--- src/rtl/dsp_share_pkg.sv ---
// dsp_share_pkg: opcode and in-flight tag types shared by the DSP arbiter slice
package dsp_share_pkg;
  localparam int TAG_ID_W = 8;
  typedef enum logic [2:0] {
    OP_ADD  = 3'd0,
    OP_SUB  = 3'd1,
    OP_MUL  = 3'd2,
    OP_AND  = 3'd3,
    OP_OR   = 3'd4,
    OP_XOR  = 3'd5,
    OP_NOR  = 3'd6,
    OP_RSVD = 3'd7
  } dsp_op_t;
  typedef struct packed {
    logic [TAG_ID_W-1:0] id;
    logic                err;
  } tag_t;
  // the reserved opcode travels through the DSP as a harmless add
  function automatic logic [2:0] issue_op(input logic [2:0] op);
    return op == OP_RSVD ? OP_ADD : op;
  endfunction
endpackage

--- src/rtl/dsp_share_resp_fifo.sv ---
// dsp_share_resp_fifo: first-word-fall-through response FIFO exposing its occupancy
module dsp_share_resp_fifo #(
  parameter int W = 8,
  parameter int DEPTH = 4,
  localparam int AW = DEPTH > 1 ? $clog2(DEPTH) : 1,
  localparam int CW = $clog2(DEPTH + 1)
) (
  input  logic          clock,
  input  logic          reset,
  input  logic          push,
  input  logic          pop,
  input  logic [W-1:0]  din,
  output logic [W-1:0]  dout,
  output logic          valid,
  output logic [CW-1:0] count
);
  logic [W-1:0]  mem [DEPTH];
  logic [AW-1:0] rd_ptr, wr_ptr;
  function automatic logic [AW-1:0] nxt(input logic [AW-1:0] p);
    return p == AW'(DEPTH - 1) ? '0 : p + AW'(1);
  endfunction
  assign valid = count != '0;
  assign dout = mem[rd_ptr];
  always_ff @(posedge clock) begin
    if (reset) begin
      rd_ptr <= '0;
      wr_ptr <= '0;
      count <= '0;
    end else begin
      if (push) begin
        mem[wr_ptr] <= din;
        wr_ptr <= nxt(wr_ptr);
      end
      if (pop) rd_ptr <= nxt(rd_ptr);
      count <= count + CW'(push) - CW'(pop);
    end
  end
endmodule

--- src/rtl/dsp_share_arbiter.sv ---
// dsp_share_arbiter: round-robin sharing of one pipelined DSP ALU with in-order, credit-guarded responses
module dsp_share_arbiter
  import dsp_share_pkg::*;
#(
  parameter int WIDTH = 32,
  parameter int NUM_REQ = 4,
  parameter int DSP_LATENCY = 2,
  parameter int FIFO_DEPTH = 4,
  localparam int ID_W = NUM_REQ > 1 ? $clog2(NUM_REQ) : 1
) (
  input  logic                     clock,
  input  logic                     reset,
  input  logic [NUM_REQ-1:0]       req_valid,
  output logic [NUM_REQ-1:0]       req_ready,
  input  logic [NUM_REQ*3-1:0]     req_op,
  input  logic [NUM_REQ*WIDTH-1:0] req_a,
  input  logic [NUM_REQ*WIDTH-1:0] req_b,
  output logic                     dsp_valid,
  output logic [2:0]               dsp_op,
  output logic [WIDTH-1:0]         dsp_a,
  output logic [WIDTH-1:0]         dsp_b,
  input  logic [WIDTH-1:0]         dsp_y,
  output logic                     resp_valid,
  input  logic                     resp_ready,
  output logic [ID_W-1:0]          resp_id,
  output logic                     resp_err,
  output logic [WIDTH-1:0]         resp_y
);
  localparam int CW = $clog2(FIFO_DEPTH + 1);
  localparam int FW = $bits(tag_t) + WIDTH;
  logic [ID_W-1:0]        ptr, gnt_id;
  logic                   gnt_hit, hs, push, pop, fifo_valid, unused_id;
  logic [CW-1:0]          count, inflight, credits;
  logic [2:0]             op_sel;
  logic [WIDTH-1:0]       a_sel, b_sel, head_y;
  logic [FW-1:0]          fifo_dout;
  tag_t                   iss_tag, head_tag, exit_tag;
  tag_t                   pipe_tag [DSP_LATENCY];
  logic [DSP_LATENCY-1:0] pipe_vld;
  // lowest rotation offset from ptr wins, so iterate from the far end
  always_comb begin
    gnt_hit = 1'b0;
    gnt_id = '0;
    for (int k = NUM_REQ - 1; k >= 0; k--)
      if (req_valid[ID_W'((int'(ptr) + k) % NUM_REQ)]) begin
        gnt_hit = 1'b1;
        gnt_id = ID_W'((int'(ptr) + k) % NUM_REQ);
      end
  end
  always_comb begin
    op_sel = '0;
    a_sel = '0;
    b_sel = '0;
    for (int i = 0; i < NUM_REQ; i++)
      if (gnt_id == ID_W'(i)) begin
        op_sel = req_op[3*i +: 3];
        a_sel = req_a[WIDTH*i +: WIDTH];
        b_sel = req_b[WIDTH*i +: WIDTH];
      end
  end
  // every slot is either free, in the DSP pipe, or waiting in the FIFO
  assign credits = CW'(FIFO_DEPTH) - count - inflight;
  assign hs = gnt_hit & (credits != '0);
  assign req_ready = hs ? NUM_REQ'(1) << gnt_id : '0;
  assign exit_tag = pipe_tag[DSP_LATENCY-1];
  assign push = pipe_vld[DSP_LATENCY-1];
  assign pop = fifo_valid & resp_ready;
  always_ff @(posedge clock) begin
    if (reset) begin
      ptr <= '0;
      inflight <= '0;
      dsp_valid <= 1'b0;
      dsp_op <= OP_ADD;
      dsp_a <= '0;
      dsp_b <= '0;
      iss_tag <= '0;
      pipe_vld <= '0;
      for (int k = 0; k < DSP_LATENCY; k++) pipe_tag[k] <= '0;
    end else begin
      dsp_valid <= hs;
      inflight <= inflight + CW'(hs) - CW'(push);
      pipe_vld <= DSP_LATENCY'({pipe_vld, dsp_valid});
      pipe_tag[0] <= iss_tag;
      for (int k = 1; k < DSP_LATENCY; k++) pipe_tag[k] <= pipe_tag[k-1];
      if (hs) begin
        ptr <= gnt_id == ID_W'(NUM_REQ - 1) ? '0 : gnt_id + ID_W'(1);
        dsp_op <= issue_op(op_sel);
        dsp_a <= a_sel;
        dsp_b <= b_sel;
        iss_tag <= '{id: TAG_ID_W'(gnt_id), err: op_sel == OP_RSVD};
      end
    end
  end
  dsp_share_resp_fifo #(.W(FW), .DEPTH(FIFO_DEPTH)) u_fifo (
    .clock(clock),
    .reset(reset),
    .push(push),
    .pop(pop),
    .din({exit_tag, dsp_y & {WIDTH{~exit_tag.err}}}),
    .dout(fifo_dout),
    .valid(fifo_valid),
    .count(count)
  );
  assign {head_tag, head_y} = fifo_dout;
  assign unused_id = ^head_tag.id;
  // the FIFO array is not reset, so mask the head while empty
  assign resp_valid = fifo_valid;
  assign resp_id = fifo_valid ? head_tag.id[ID_W-1:0] : '0;
  assign resp_err = fifo_valid & head_tag.err;
  assign resp_y = fifo_valid ? head_y : '0;
endmodule

--- config.mk ---
export PLATFORM = sky130hd
export DESIGN_NAME = dsp_share_arbiter
export DESIGN_NICKNAME = d
export VERILOG_FILES = /design/src/rtl/dsp_share_pkg.sv /design/src/rtl/dsp_share_resp_fifo.sv /design/src/rtl/dsp_share_arbiter.sv
export SDC_FILE = /design/constraint.sdc
export NUM_CORES = 1
export LEC_CHECK = 0
export ABC_AREA = 1
export CAP_MARGIN = 5
export CORE_MARGIN = 4
export CORE_UTILIZATION = 30
export CTS_CLUSTER_DIAMETER = 40
export CTS_CLUSTER_SIZE = 20
export DETAILED_ROUTE_END_ITERATION = 6
export HOLD_SLACK_MARGIN = 0.1
export SLEW_MARGIN = 30
export SYNTH_ARGS = -nofsm -noshare
export SYNTH_HDL_FRONTEND = slang
export SYNTH_SLANG_ARGS = --single-unit
--- constraint.sdc ---
create_clock -name clock -period 5 [get_ports clock]
set_input_delay 1.25 -clock clock [delete_from_list [all_inputs] [get_ports clock]]
set_output_delay 1.25 -clock clock [all_outputs]
set_load 0.1 [all_outputs]
==> impl_metrics.env, run 1 <==
export IMPL_finalSetupViolCount=0
export IMPL_drt_iter0_markers=542
export IMPL_grtUsageTotal_pct=18.2
export IMPL_synth_area_per_cell_sq_um=8.02
export IMPL_arrival_ns=3.29
export IMPL_mostFrequentLayoutCells="351 x clkdlybuf4s50_1, 278 x nor2_1, 277 x nand2_1"
export IMPL_dieWidth_um=204
export IMPL_fin_crit_ns=4.54
export IMPL_synth_edf_count=140
export IMPL_synthFlopType="edfxtp_1"
export IMPL_vias_per_cell=4.60
export IMPL_coreArea_sq_mm=0.0378
export IMPL_ys_seq_area_share_pct=52.5
export IMPL_fmax_ghz=0.220
export IMPL_crit_fanout=5
export IMPL_clock_latency_ns=0.53
export IMPL_start_util_pct=30.5
export IMPL_clockBufferDepth=3
export IMPL_crit_type="in2out"
export IMPL_hold_viol=0
export IMPL_placementRows=71
export IMPL_synth_cells=1441
export IMPL_slew_viol_final=0
export IMPL_cts_htree_levels=2
export IMPL_syn_num_nets=1766
export IMPL_hp_class="reg2reg"
export IMPL_grt_overflow_total=0
export IMPL_drcViolationCount=0
export IMPL_cts_hold_buf=0
export IMPL_yosys_warnings=0
export IMPL_die_h_um=204
export IMPL_grt_antenna_before_repair=1
export IMPL_vias=10851
export IMPL_setup_tns_final_ns=0
export IMPL_dr_pass1_iters=5
export IMPL_outcome="finished, final reports clean"
export IMPL_cts_resized=0
export IMPL_wire_per_inst_um=16.8
export IMPL_nNetsFinal=2143
export IMPL_skew_ns=0.0227
export IMPL_rsz0062_at_grt="no"
export IMPL_syn_area_sq_mm=0.0116
export IMPL_grt_pass1_wl_um=59900
export IMPL_slew_headroom_pct=30.6
export IMPL_cts_tree="yes"
export IMPL_root_buffer="clkbuf_16"
export IMPL_ys_types=29
export IMPL_cap_violations=0
export IMPL_wl_um=39700
export IMPL_ant_nets=0
export IMPL_cts_buffers=38
export IMPL_gp_congestion=0.840
export IMPL_io_pins=415
export IMPL_clock_sinks=233
export IMPL_critPathRequiredTime_ns=3.75
export IMPL_path_clk_slew_ns=0.06
export IMPL_dp_hpwl_um=27900
export IMPL_grt_pass1_vias=10710
export IMPL_port_buffers=414
export IMPL_drive_gt1_share_pct=12.1
export IMPL_post_cts_repair_setup_buffers=0
export IMPL_grt_start_max_net_pins=108
export IMPL_dieArea_sq_mm=0.0417
export IMPL_synthArstFlopShare_pct=0
export IMPL_fin_crit_sh_pct=90.7
export IMPL_worstMarginPinSlew_ns=1.04
export IMPL_cp_end_kind="primary output"
export IMPL_area_growth_pct=53.4
export IMPL_final_common_cell="clkdlybuf4s50_1"
export IMPL_synth_seq_cells=233
export IMPL_cp_start_kind="input pin"
state kept, by name, indices dropped and copies added (netlist names), named ones only:
name / cells
dsp_op: 3
u_fifo.rd_ptr: 2
pipe_vld: 2
pipe_tag: 6
u_fifo.wr_ptr: 2
dsp_b: 32
iss_tag: 3
inflight: 3
u_fifo.count: 3
dsp_valid: 1
u_fifo.mem: 140
dsp_a: 32
ptr: 2
layer usage:
metal | routed length [um] | global-route usage (%)
met1 | 15000 | 20.2
met5 | 12 | 0
met3 | 3310 | 5.92
met2 | 20200 | 32.8
met4 | 1210 | 5.89
path summary, 6_finish.rpt:
kind / startpoint / endpoint / slack [ns] / cells past startpoint
min: pipe_tag[0][0]$_SDFF_PP0_ / pipe_tag[0][9]$_SDFF_PP0_ / 0.39 / 2
max reg2reg: u_fifo.count[1]$_SDFF_PP0_ / inflight[2]$_SDFF_PP0_ / 1.49 / 14
max: req_valid[1] / req_ready[1] / 0.46 / 13
min reg2reg: pipe_tag[0][0]$_SDFF_PP0_ / pipe_tag[0][9]$_SDFF_PP0_ / 0.39 / 2
logic make-up after synthesis:
group	Yosys count	share of synthesized area (%)
compound gates	373	16.2
xor+xnor	4	0.303
fa+ha+maj	18	2.08
buf+inv	183	7.02
flops	233	52.5
simple gates	630	21.9
synthesized netlist by cell type (3+ instances only):
cell | n | area, sq um
nand3_1 | 12 | 60.1
edfxtp_1 | 140 | 4200
ha_1 | 16 | 200
dfxtp_1 | 93 | 1860
buf_1 | 3 | 11.3
inv_1 | 79 | 297
buf_2 | 23 | 115
a21oi_1 | 113 | 566
nand2_1 | 277 | 1040
nor2_1 | 285 | 1070
o21ai_1 | 25 | 125
buf_4 | 4 | 30.0
buf_8 | 6 | 90.1
o21ai_0 | 233 | 1170
clkbuf_1 | 61 | 229
nor2_2 | 51 | 319
layout make-up:
type / count / area, sq um
fill: 3661 / 20100
sequential: 233 / 6070
multi-input combinational: 1025 / 4740
timing repair buffer: 435 / 4600
clock buffer: 44 / 1010
tap: 511 / 639
clock inverter: 25 / 334
inverter: 85 / 327
antenna: 2 / 5.00
metrics by stage:
stage | instance area [sq um] | utilization, % | hold slack, ns | setup WS (ns) | std cells
after floorplan | 11600 | - | 0.388 | 0.127 | 1441
after global placement | 16500 | 43.5 | 0.390 | 0.462 | 2289
after detailed placement | 16400 | 43.3 | 0.394 | 0.495 | 2289
after CTS | 17700 | 46.9 | 0.400 | 0.473 | 2358
after global routing | 17700 | 46.8 | 0.412 | 0.235 | 2358
final | 17700 | 46.8 | 0.390 | 0.463 | 2360
critical path: stages:
cell and delay (ns):
clkdlybuf4s50_1 0.47, inv_1 0.04, nand2_1 0.08, nand2_1 0.10, o21ai_0 0.15, nand3_1 0.11, nand2_1 0.07, nand2_1 0.04
nand2_1 0.20, ha_2 0.27, inv_1 0.06, nor2_1 0.21, buf_12 0.21
Power of run 1 is not shown: default switching activity piles up to over one toggle a cycle in this logic, so the estimate is an artifact.
==> run 2: changes to the inputs <==
Settings changed: GPL_TIMING_DRIVEN set to 0.
==> run 2 against run 1 <==
Cell count is 3.3% higher. Count of clock-buffer cells in the layout fell by 3. Setup slack worse by 0.25 ns. Worst hold slack got worse by 0.012 ns. Maximum frequency shrank 5.3%. Clock skew shrank 0.0016 ns. Highest routed layer unchanged. Global-route usage up 2.0 points. Routed wire length up 10%. First-iteration DRC count grew 6.1%.
==> impl_metrics.env, run 2 (synthesis results as in run 1) <==
export IMPL_drive_gt1_share_pct=10.4
export IMPL_slew_viol_final=0
export IMPL_clock_sinks=233
export IMPL_grt_overflow_total=0
export IMPL_critPathRequiredTime_ns=3.75
export IMPL_finalSetupViolCount=0
export IMPL_grt_pass1_vias=11651
export IMPL_cts_buffers=36
export IMPL_hold_viol=0
export IMPL_vias=11340
export IMPL_dieArea_sq_mm=0.0417
export IMPL_dp_hpwl_um=34400
export IMPL_grt_pass1_wl_um=65800
export IMPL_ant_nets=0
export IMPL_cts_htree_levels=2
export IMPL_slew_headroom_pct=29.9
export IMPL_drt_iter0_markers=575
export IMPL_cp_end_kind="primary output"
export IMPL_dp_cells=2372
export IMPL_root_buffer="clkbuf_16"
export IMPL_path_clk_slew_ns=0.06
export IMPL_io_pins=415
export IMPL_cap_violations=0
export IMPL_dieWidth_um=204
export IMPL_cp_start_kind="input pin"
export IMPL_grt_start_max_net_pins=20
export IMPL_wire_per_inst_um=18.0
export IMPL_grtUsageTotal_pct=20.2
export IMPL_setup_ws_ns=0.210
export IMPL_die_h_um=204
export IMPL_port_buffers=413
export IMPL_critPathMaxStageDelay_ns=0.49
export IMPL_area_growth_pct=53.6
export IMPL_critPathMostFrequentCell="nand2_1"
export IMPL_drcViolationCount=0
export IMPL_crit_fanout=10
export IMPL_crit_chain="clkdlybuf4s50_1, inv_1, nand2_1, nand2_1, nor2_1, nor2_1, o21ai_0, nand2_1, nand2_1, ha_1, buf_2, buf_6, inv_1, nor2_1, buf_6"
export IMPL_clockBufferDepth=3
export IMPL_crit_type="in2out"
export IMPL_reg_largest_list="u_fifo.mem x140, dsp_a x32, dsp_b x32"
export IMPL_skew_ns=0.0211
export IMPL_placementRows=71
export IMPL_wl_um=43900
export IMPL_dp_slack_ns=-1.40
export IMPL_dr_pass1_iters=5
export IMPL_final_common_cell="clkdlybuf4s50_1"
export IMPL_setup_tns_final_ns=0
export IMPL_arrival_ns=3.54
export IMPL_regMostFlops="u_fifo.mem"
export IMPL_cts_tree="yes"
export IMPL_vias_per_cell=4.65
export IMPL_nNetsFinal=2221
export IMPL_outcome="finished, final reports clean"
export IMPL_hp_class="reg2reg"
export IMPL_instances_no_fill=2437
export IMPL_slowest_stage="clkdlybuf4s50_1"
export IMPL_cts_hold_buf=0
export IMPL_fin_crit_sh_pct=95.8
export IMPL_clock_latency_ns=0.52
export IMPL_start_util_pct=30.5
export IMPL_mostFrequentLayoutCells="388 x clkdlybuf4s50_1, 279 x nor2_1, 276 x nand2_1"
export IMPL_worstMarginPinSlew_ns=1.05
export IMPL_grt_antenna_before_repair=4
export IMPL_whs_ns=0.378
export IMPL_fin_crit_ns=4.79
export IMPL_post_cts_repair_setup_buffers=0
export IMPL_coreArea_sq_mm=0.0378
export IMPL_largest_register_ff_count=140
export IMPL_fmax_ghz=0.209
export IMPL_gp_congestion=0.911
==> run 2: layout make-up <==
cell class              count  area, sq um
repair buffers            420         4200
multi-input cells        1025         4730
clock buffers              41          992
flip-flops and latches    233         6070
inverters                  85          327
fillers                  3737        20100
plain buffers              95          484
clock inverters            25          310
well taps                 511          639
diodes                      2         5.00
==> run 2: through the flow <==
stage	utilization, %	cell area, sq um
3_3_place_gp	43.2	16300
3_5_place_dp	43.4	16400
5_1_grt	46.9	17700
4_1_cts	46.9	17700
2_1_floorplan	-	11600
6_report	46.9	17700
==> run 2: layer usage <==
metal  GRT usage, %  up-vias  part of all wire, %  wire length [um]
li1               -     5654                    -                 -
met1           22.5     5196                   37             16400
met2           37.2      417                   52             22700
met3           5.84       69                  8.3              3630
met4           5.93        4                  2.5              1110
met5              0        -                0.062                27
==> run 2: repair_timing <==
| item | CTS | global route |
|---|---|---|
| hold endpoints to repair | 0 | 0 |
| setup endpoints to repair | 3 | 3 |
| resized for setup | 13 | 6 |
==> run 2: worst max-delay path, delay by kind of cell <==
kind,cells,cell delay [ns]
buf+inv,6,1.26
simple gates,7,0.68
fa+ha+maj,1,0.18
compound gates,1,0.17
==> run 2: worst paths after layout <==
check                                                from                   endpoint  slack (ns)  cells past startpoint
worst max-delay path                         req_valid[0]               req_ready[1]        0.21                     15
worst min register to register  pipe_tag[0][0]$_SDFF_PP0_  pipe_tag[0][9]$_SDFF_PP0_        0.38                      2
worst max register to register        ptr[1]$_SDFFE_PP0N_     dsp_b[12]$_SDFFE_PP0N_        1.79                     19
worst min-delay path            pipe_tag[0][0]$_SDFF_PP0_  pipe_tag[0][9]$_SDFF_PP0_        0.38                      2
Power of run 2 is left out for the same reason.
